## config.mk

```make
export PLATFORM = sky130hd
export DESIGN_NAME = div_seq
export DESIGN_NICKNAME = d
export VERILOG_FILES = /design/src/rtl/div_seq.sv
export SDC_FILE = /design/constraint.sdc
export NUM_CORES = 1
export LEC_CHECK = 0
export ABC_AREA = 1
export CAP_MARGIN = 25
export CORE_ASPECT_RATIO = 0.5
export CORE_MARGIN = 2
export CORE_UTILIZATION = 55
export DETAILED_ROUTE_END_ITERATION = 10
export PLACE_DENSITY = 0.79
export SYNTH_ARGS = -nofsm -noshare
export SYNTH_HDL_FRONTEND = slang
export SYNTH_SLANG_ARGS = --single-unit
```

## constraint.sdc

```tcl
create_clock -name clk -period 2.4 [get_ports clk]
set_clock_uncertainty 0.15 [all_clocks]
set_input_delay 0.36 -clock clk [delete_from_list [all_inputs] [get_ports clk]]
set_output_delay 0.36 -clock clk [all_outputs]
set_load 0.02 [all_outputs]
```

## src/rtl/div_seq.sv

```systemverilog
// ---------------------------------------------------------------------------
// div_seq -- iterative 16-by-8 integer divider, radix-2 shift-subtract,
// one quotient bit per clock. Handles unsigned and signed operands. Signed
// results truncate toward zero, and the remainder takes the dividend's sign.
// Latency is fixed at 17 edges from the start sample to the result update.
//
// Ports
//   clk      in   clock, rising edge
//   rst_n    in   asynchronous active-low reset
//   start_i  in   launch request, sampled when not computing
//   sgn_i    in   1 = signed two's-complement operands
//   dvd_i    in   16-bit dividend
//   dvs_i    in   8-bit divisor
//   busy_o   out  division in progress
//   done_o   out  one-cycle pulse when results are valid
//   quot_o   out  16-bit quotient (held until the next result)
//   rem_o    out  8-bit remainder (held until the next result)
//   dz_o     out  divide-by-zero flag for the last result
//   of_o     out  signed-overflow flag for the last result
// ---------------------------------------------------------------------------
module div_seq (
    input  logic        clk,
    input  logic        rst_n,
    input  logic        start_i,
    input  logic        sgn_i,
    input  logic [15:0] dvd_i,
    input  logic [7:0]  dvs_i,
    output logic        busy_o,
    output logic        done_o,
    output logic [15:0] quot_o,
    output logic [7:0]  rem_o,
    output logic        dz_o,
    output logic        of_o
);

    typedef enum logic [1:0] {IDLE, ITER, FIX, DONE} state_t;

    state_t      state_q;
    logic [15:0] dq_q;      // dividend magnitude, quotient bits shift in at LSB
    logic [8:0]  prem_q;    // partial remainder
    logic [7:0]  dvs_q;     // divisor magnitude
    logic [3:0]  cnt_q;
    logic        negq_q;    // quotient must be negated
    logic        negr_q;    // remainder must be negated
    logic        zero_q;    // divisor was zero
    logic        ovf_q;     // 0x8000 / -1 in signed mode

    // Launch-time operand conditioning
    logic        dvd_neg, dvs_neg;
    logic [15:0] dvd_mag;
    logic [7:0]  dvs_mag;

    // One iteration of the shift-subtract loop
    logic [8:0]  sh;
    logic        ge;
    logic [8:0]  prem_d;
    logic [15:0] dq_d;

    // Sign fix-up of the final magnitudes
    logic [15:0] quot_d;
    logic [7:0]  rem_d;

    always_comb begin
        dvd_neg = sgn_i & dvd_i[15];
        dvs_neg = sgn_i & dvs_i[7];
        // 16 bits suffice: |-32768| = 0x8000 is representable unsigned
        dvd_mag = dvd_neg ? (~dvd_i + 16'd1) : dvd_i;
        dvs_mag = dvs_neg ? (~dvs_i + 8'd1)  : dvs_i;

        // prem stays below the divisor (<= 254), so its low 8 bits carry it
        sh     = {prem_q[7:0], dq_q[15]};
        ge     = (sh >= {1'b0, dvs_q});
        prem_d = ge ? (sh - {1'b0, dvs_q}) : sh;
        dq_d   = {dq_q[14:0], ge};

        quot_d = negq_q ? (~dq_q + 16'd1) : dq_q;
        rem_d  = negr_q ? (~prem_q[7:0] + 8'd1) : prem_q[7:0];
    end

    always_ff @(posedge clk or negedge rst_n) begin
        if (!rst_n) begin
            state_q <= IDLE;
            dq_q    <= '0;
            prem_q  <= '0;
            dvs_q   <= '0;
            cnt_q   <= '0;
            negq_q  <= 1'b0;
            negr_q  <= 1'b0;
            zero_q  <= 1'b0;
            ovf_q   <= 1'b0;
            busy_o  <= 1'b0;
            done_o  <= 1'b0;
            quot_o  <= '0;
            rem_o   <= '0;
            dz_o    <= 1'b0;
            of_o    <= 1'b0;
        end else begin
            case (state_q)
                // The edge that ends the done cycle is the first point where a
                // new request can be taken, giving one division per 18 cycles.
                IDLE, DONE: begin
                    done_o <= 1'b0;
                    if (start_i) begin
                        negq_q  <= dvd_neg ^ dvs_neg;
                        negr_q  <= dvd_neg;
                        zero_q  <= (dvs_i == 8'h00);
                        ovf_q   <= sgn_i & (dvd_i == 16'h8000) & (dvs_i == 8'hFF);
                        dq_q    <= dvd_mag;
                        dvs_q   <= dvs_mag;
                        prem_q  <= '0;
                        cnt_q   <= 4'd15;
                        busy_o  <= 1'b1;
                        state_q <= ITER;
                    end else begin
                        state_q <= IDLE;
                    end
                end
                ITER: begin
                    prem_q <= prem_d;
                    dq_q   <= dq_d;
                    if (cnt_q == 4'd0) state_q <= FIX;
                    else               cnt_q   <= cnt_q - 4'd1;
                end
                FIX: begin
                    // Overflow needs no override: |0x8000|/1 negated is 0x8000, rem 0
                    if (zero_q) begin
                        quot_o <= 16'hFFFF;
                        rem_o  <= 8'h00;
                    end else begin
                        quot_o <= quot_d;
                        rem_o  <= rem_d;
                    end
                    dz_o    <= zero_q;
                    of_o    <= ovf_q & ~zero_q;
                    busy_o  <= 1'b0;
                    done_o  <= 1'b1;
                    state_q <= DONE;
                end
                default: state_q <= IDLE;
            endcase
        end
    end

endmodule

```

### Word-level counts from Yosys, hierarchy flattened

Index checks and enable logic that the tools add are counted.
W data, S select, Z words.

* output and inout bits: 28
* word-level logic and storage cells: 71
* input bits: 28
* flip-flop bits (word level): 70

* muxes and demuxes: 20
* reduce and logical (&&, ||, !) cells: 10
* $add $sub $neg: 6
* bitwise logic cells: 11
* equal/unequal tests: 8
* $lt $le $gt $ge: 1

Operators by type and width (count)
* $mux W16: 4
* $mux W8: 5
* $add A16 B1 Y16 const B: 2
* $not A16 Y16: 2
* $pmux W16 S2: 1
* $add A8 B1 Y8 const B: 2
* $eq A16 B16 Y1 const B: 1
* $not A8 Y8: 2
* $pmux W8 S2: 1
* $ge A9 B8 Y1: 1
* $eq A8 B8 Y1 const B: 1
* $logic_not A8 Y1: 1
* $mux W4: 2
* $pmux W4 S2: 1
* $sub A8 B8 Y8: 1
* $ne A2 B2 Y1 const B: 3
* $pmux W2 S3: 1
* $reduce_and A2 Y1: 3
* $and A1 B1 Y1: 5
* $eq A2 B2 Y1 const B: 2
* $logic_not A4 Y1: 1
* $pmux W1 S2: 2
* $reduce_bool A2 Y1: 2
* $sub A4 B1 Y4 const B: 1
* 8 further kinds: 9

### Depth between registers and ports, before layout

* word-level depth: 5
* mapped depth: 13
* gate-level depth less buffers: 13

### Worst setup path after synthesis

Ideal clock, no wire load.

* path type: reg2reg
* from: register dq_q[15]
* to: register prem_q[4]
* arrival: 1562 ps
* cell stages (with the launch flop): 10
* path slack: 571 ps
* required time: 2133 ps
* clock period less this slack: 1829 ps
* cell sequence: dfrtp_1 > inv_1 > ha_1 > inv_1 > fa_1 > a21oi_1 > xor2_1 > nand2_1 > nand3_1 > nand2_1

* word-level cells in the longest chain between the ends: 3
* elaborated cells on any way between the ends: 4
* classes of those cells: add/sub: 1; order compare: 1; mux: 2

Ends and longest elaborated chain
* start: declaration: RTL line 39 `logic [15:0] dq_q;`
* start signal: assignment: RTL line 108 `dq_q <= dvd_mag;`
* start signal: assignment: RTL line 120 `dq_q <= dq_d;`
* $sub A8 B8 Y8 or $ge A9 B8 Y1 (tied branches): RTL line 73, 72
* $mux W8 (*): RTL line 73 `prem_d = ge ? (sh - {1'b0, dvs_q}) : sh;`
* $pmux W8 S2 (*): RTL line 98 `case (state_q)`
* end signal: assignment: RTL line 119 `prem_q <= prem_d;`
* end: declaration: RTL line 40 `logic [8:0] prem_q;`

Mark *: on every way between the ends. The rest lies on a longest branch, timed or not.
A chain may end at the register's enable or synchronous reset.

### Final worst setup path

* from: register prem_q[1]
* to: register prem_q[1]

* word-level cells in the longest chain between the ends: 3

Ends and longest elaborated chain
* $ge A9 B8 Y1: RTL line 72 `ge = (sh >= {1'b0, dvs_q});`
* $mux W8: RTL line 73
* $pmux W8 S2: RTL line 98

Every way passes these cells.

==> impl_results.md <==
- Setup_tns: 0 ns
- Hold-fix buffers, CTS: 1
- Gr ovfl total: 0
- EDFF count, synth: 0
- Final setup vio count: 0
- Seq pwr share: 0.262
- Register bit total from synthesis: 70
- R2R Setup Slk: 0.31 ns
- CP Launch Type: flop
- Syn_area_per_cell: 7.11 um^2
- Initial antenna violation count: 0
- Syn nets: 678
- Hold WS: 0.329 ns
- Ys Warns: 0
- Unrepaired setup endpoints after global routing: false
- Adder-cell share of the synthesized area: 0.0518
- Crit share post-route: 0.869
- Seq/Total Area, Yosys: 0.390
- First-pass GRT wire length: 19,000 um
- Core area: 7970 um^2
- CTS tree: built
- Status: finished, final reports clean
- Die height: 67.9 um
- Post-route worst setup slack: 0.314 ns
- Gr usage total: 0.267
- Cells after DPL: 794
- Final WL: 11,100 um
- Fraction of layout cells with a size suffix above 1: 0.0645
- Area share of the largest cell type after synthesis: 0.390
- Post-route ant nets: 0
- Max-cap violations: 0
- Slew Viols, Final: 0
- Cts bufs inserted: 9
- Drc violations: 0
- Pre-CTS setup slack: 0.240 ns
- Syn Std Cell Area: 4490 um^2
- Worst r2r src: prem_q[1]
- Area contributors post-synth: dfrtp_1 39%, nand2_1 14%, nand3_1 7.6%
- Drt first pass iters: 5
- Psw: 3.65 mW
- Nets@finish: 740
- DP HPWL: 8030 um
- Clock tree buffer depth: 2
- Gpl congestion: 0.891
- Max-slew headroom: 0.731
- Post-cts gate resize count: 0
- Max VDD drop: 0.757 mV
- Initial Util: 0.564
- Post-CTS Setup Repair Bufs: 0
- Netlist cell types: 42
- Clock sinks: 70
- DIE AREA: 8950 um^2
- Clock transition at the registers of the reported paths: 0.06 ns
- CP Max Fanout: 10
- Area leader, netlist: dfrtp_1
- Worst min path class: flop to flop
- Die Span X: 132 um
- CP Class: flop to flop
- Detailed Route Iter0 Violations: 342
- Routed vias/inst: 5.39
- PortBufs: 55
- Hold Path Depth: 2
- Actual slew at the worst max-slew pin: 0.399 ns
- Simple-gate share of the synthesized area: 0.302
- H-tree depth: 3
- Final min period: 2.09 ns
- Syn-to-layout area delta: 22.4%
- Largest family of logic cells by synthesized area: simple AND/OR/NAND/NOR gates
- I/O Pins: 56
- FF-to-FF path depth: 10
- Largest net degree at the start of global routing: 71
- CP required: 2.47 ns
- R2r endpoint: prem_q[1]
- Comb pwr share: 0.559
- Clock share of power: 0.179
- Antenna Diode Count: 0
- WL per Instance: 13.7 um
- Final std cells w/o fill: 810
- Sw frac: 0.463
- Int Pwr: 4.24 mW
- FFs w/ async S/R, synth: 1.00
- CP Capture Type: flop
- Hold Crit Start: rem_o[6]
- Site Rows: 23
- Vias in the first global route: 4,056
- Mux share of post-synthesis cell area: 0.00251
- XOR/XNOR Fraction of Synth Area: 0.0195
- P per Cell Area: 1430 nW/um^2
- Fmax: 479 MHz
- Final Hold Viols: 0
- Total number of vias: 4,364
- Worst-Skew Late Latency: 0.33 ns
- Crit path DAT: 2.16 ns
- Root Buffer: clkbuf_16
- WHS Endpoint: rem_o[6]
- Leakage: 2.74 nW
- Top_reg_cell synth: dfrtp_1
- Post-synthesis compound-gate area fraction: 0.139
- Post-Synthesis Cells: 632
- Filler instances: 708
[through the flow]
step | power, mW | instance area (um^2) | utilization
global route | 8.62 | 5500 | 0.690
CTS | 7.88 | 5500 | 0.690
finish | 7.89 | 5500 | 0.690
detailed placement | 6.41 | 5180 | 0.650
floorplan | 5.19 | 4490 | -
global placement | 6.31 | 5180 | 0.650
[flip-flops by register name (all words and copies together), names as in the netlist]
register,flops
negq_q,1
cnt_q,4
done_o,1
state_q,2
dvs_q,8
dz_o,1
zero_q,1
of_o,1
rem_o,8
dq_q,16
busy_o,1
ovf_q,1
quot_o,16
negr_q,1
prem_q,8
[per-layer routing]
| metal | track usage | vias to the layer above | routed length, um |
|---|---|---|---|
| met2 | 0.483 | 120 | 5330 |
| li1 | - | 2186 | - |
| met4 | 0.0652 | 0 | 129 |
| met3 | 0.0570 | 14 | 574 |
| met5 | 0 | - | 0 |
| met1 | 0.338 | 2044 | 5030 |
[worst max-delay path by stage]
stage | startpoint | to | slack (ns) | cells after the start
2_1_floorplan | dq_q[15] | prem_q[4] | 0.57 | 9
3_3_place_gp | dvd_i[0] | dq_q[14] | 0.29 | 12
3_5_place_dp | dvd_i[0] | dq_q[14] | 0.24 | 12
4_1_cts | dq_q[15] | prem_q[4] | 0.35 | 9
5_1_grt | state_q[0] | dq_q[5] | 0.15 | 9
6_report | prem_q[1] | prem_q[1] | 0.31 | 10
[worst max-delay path: stages (launching register included)]
cell     delay, ns
dfrtp_1       0.43
ha_1          0.41
nand2_1       0.07
nor2_1        0.15
nand2_1       0.10
nand3_1       0.14
nand3_4       0.17
nand2_4       0.14
nand2_1       0.06
nand3_1       0.08
nand2_1       0.06
[cell usage after synthesis (2+ instances only)]
cell type and n:
buf_2 7, o22ai_1 2, ha_1 17, dfrtp_1 70, nor3_1 6, nor2_1 63
nor2_2 2, o21ai_1 3, a31oi_1 5, xor2_1 6, nand2_1 169, o31ai_1 2
buf_6 3, inv_4 2, nand3_1 68, or2_2 3, o211ai_1 3, inv_2 2
inv_1 81, buf_4 2, o21ai_0 52, xnor2_1 4, a21oi_1 32, clkbuf_1 5
nand4_1 6
[power by group through the flow]
| stage | clock network [mW] | logic [mW] | registers [mW] |
|---|---|---|---|
| after floorplan | 0 | 2.98 | 2.20 |
| after global placement | 0 | 4.25 | 2.05 |
| after detailed placement | 0 | 4.33 | 2.07 |
| after CTS | 1.42 | 4.40 | 2.06 |
| after global routing | 1.47 | 5.02 | 2.13 |
| final | 1.41 | 4.41 | 2.07 |
[cells in the final DEF, fill, tap and decap left out, drive strengths merged, types with 2 or more instances in the layout]
| cell type | count |
|---|---|
| nor2 | 66 |
| o211ai | 3 |
| dfrtp | 70 |
| or2 | 3 |
| clkbuf | 9 |
| o21ai | 56 |
| xor2 | 6 |
| ha | 17 |
| nand2 | 171 |
| o31ai | 2 |
| clkdlybuf4s50 | 54 |
| bufinv | 2 |
| clkinv | 5 |
| a31oi | 5 |
| buf | 13 |
| nor3 | 6 |
| inv | 85 |
| nand3 | 69 |
| a21oi | 33 |
| nand4 | 6 |
| xnor2 | 4 |
| o22ai | 2 |
[layout make-up]
cell class                 instances  area, um^2  area share
multi-input combinational        459        2310       0.420
sequential                        70        1750       0.318
timing repair buffer              68         658       0.120
inverter                          86         328      0.0596
clock buffer                       9         225      0.0409
tap                              112         140      0.0255
clock inverter                     6        87.6      0.0159
[cells by family (layout without fill, tap and decap cells)]
| kind of cell | after synthesis | after routing |
|---|---|---|
| compound gates | 109 | 109 |
| mux | 1 | 1 |
| buf+inv | 103 | 169 |
| xor+xnor | 10 | 10 |
| simple gates | 321 | 321 |
| flops | 70 | 70 |
| fa+ha+maj | 18 | 18 |
No activity file was read; power rests on OpenSTA's default activity.
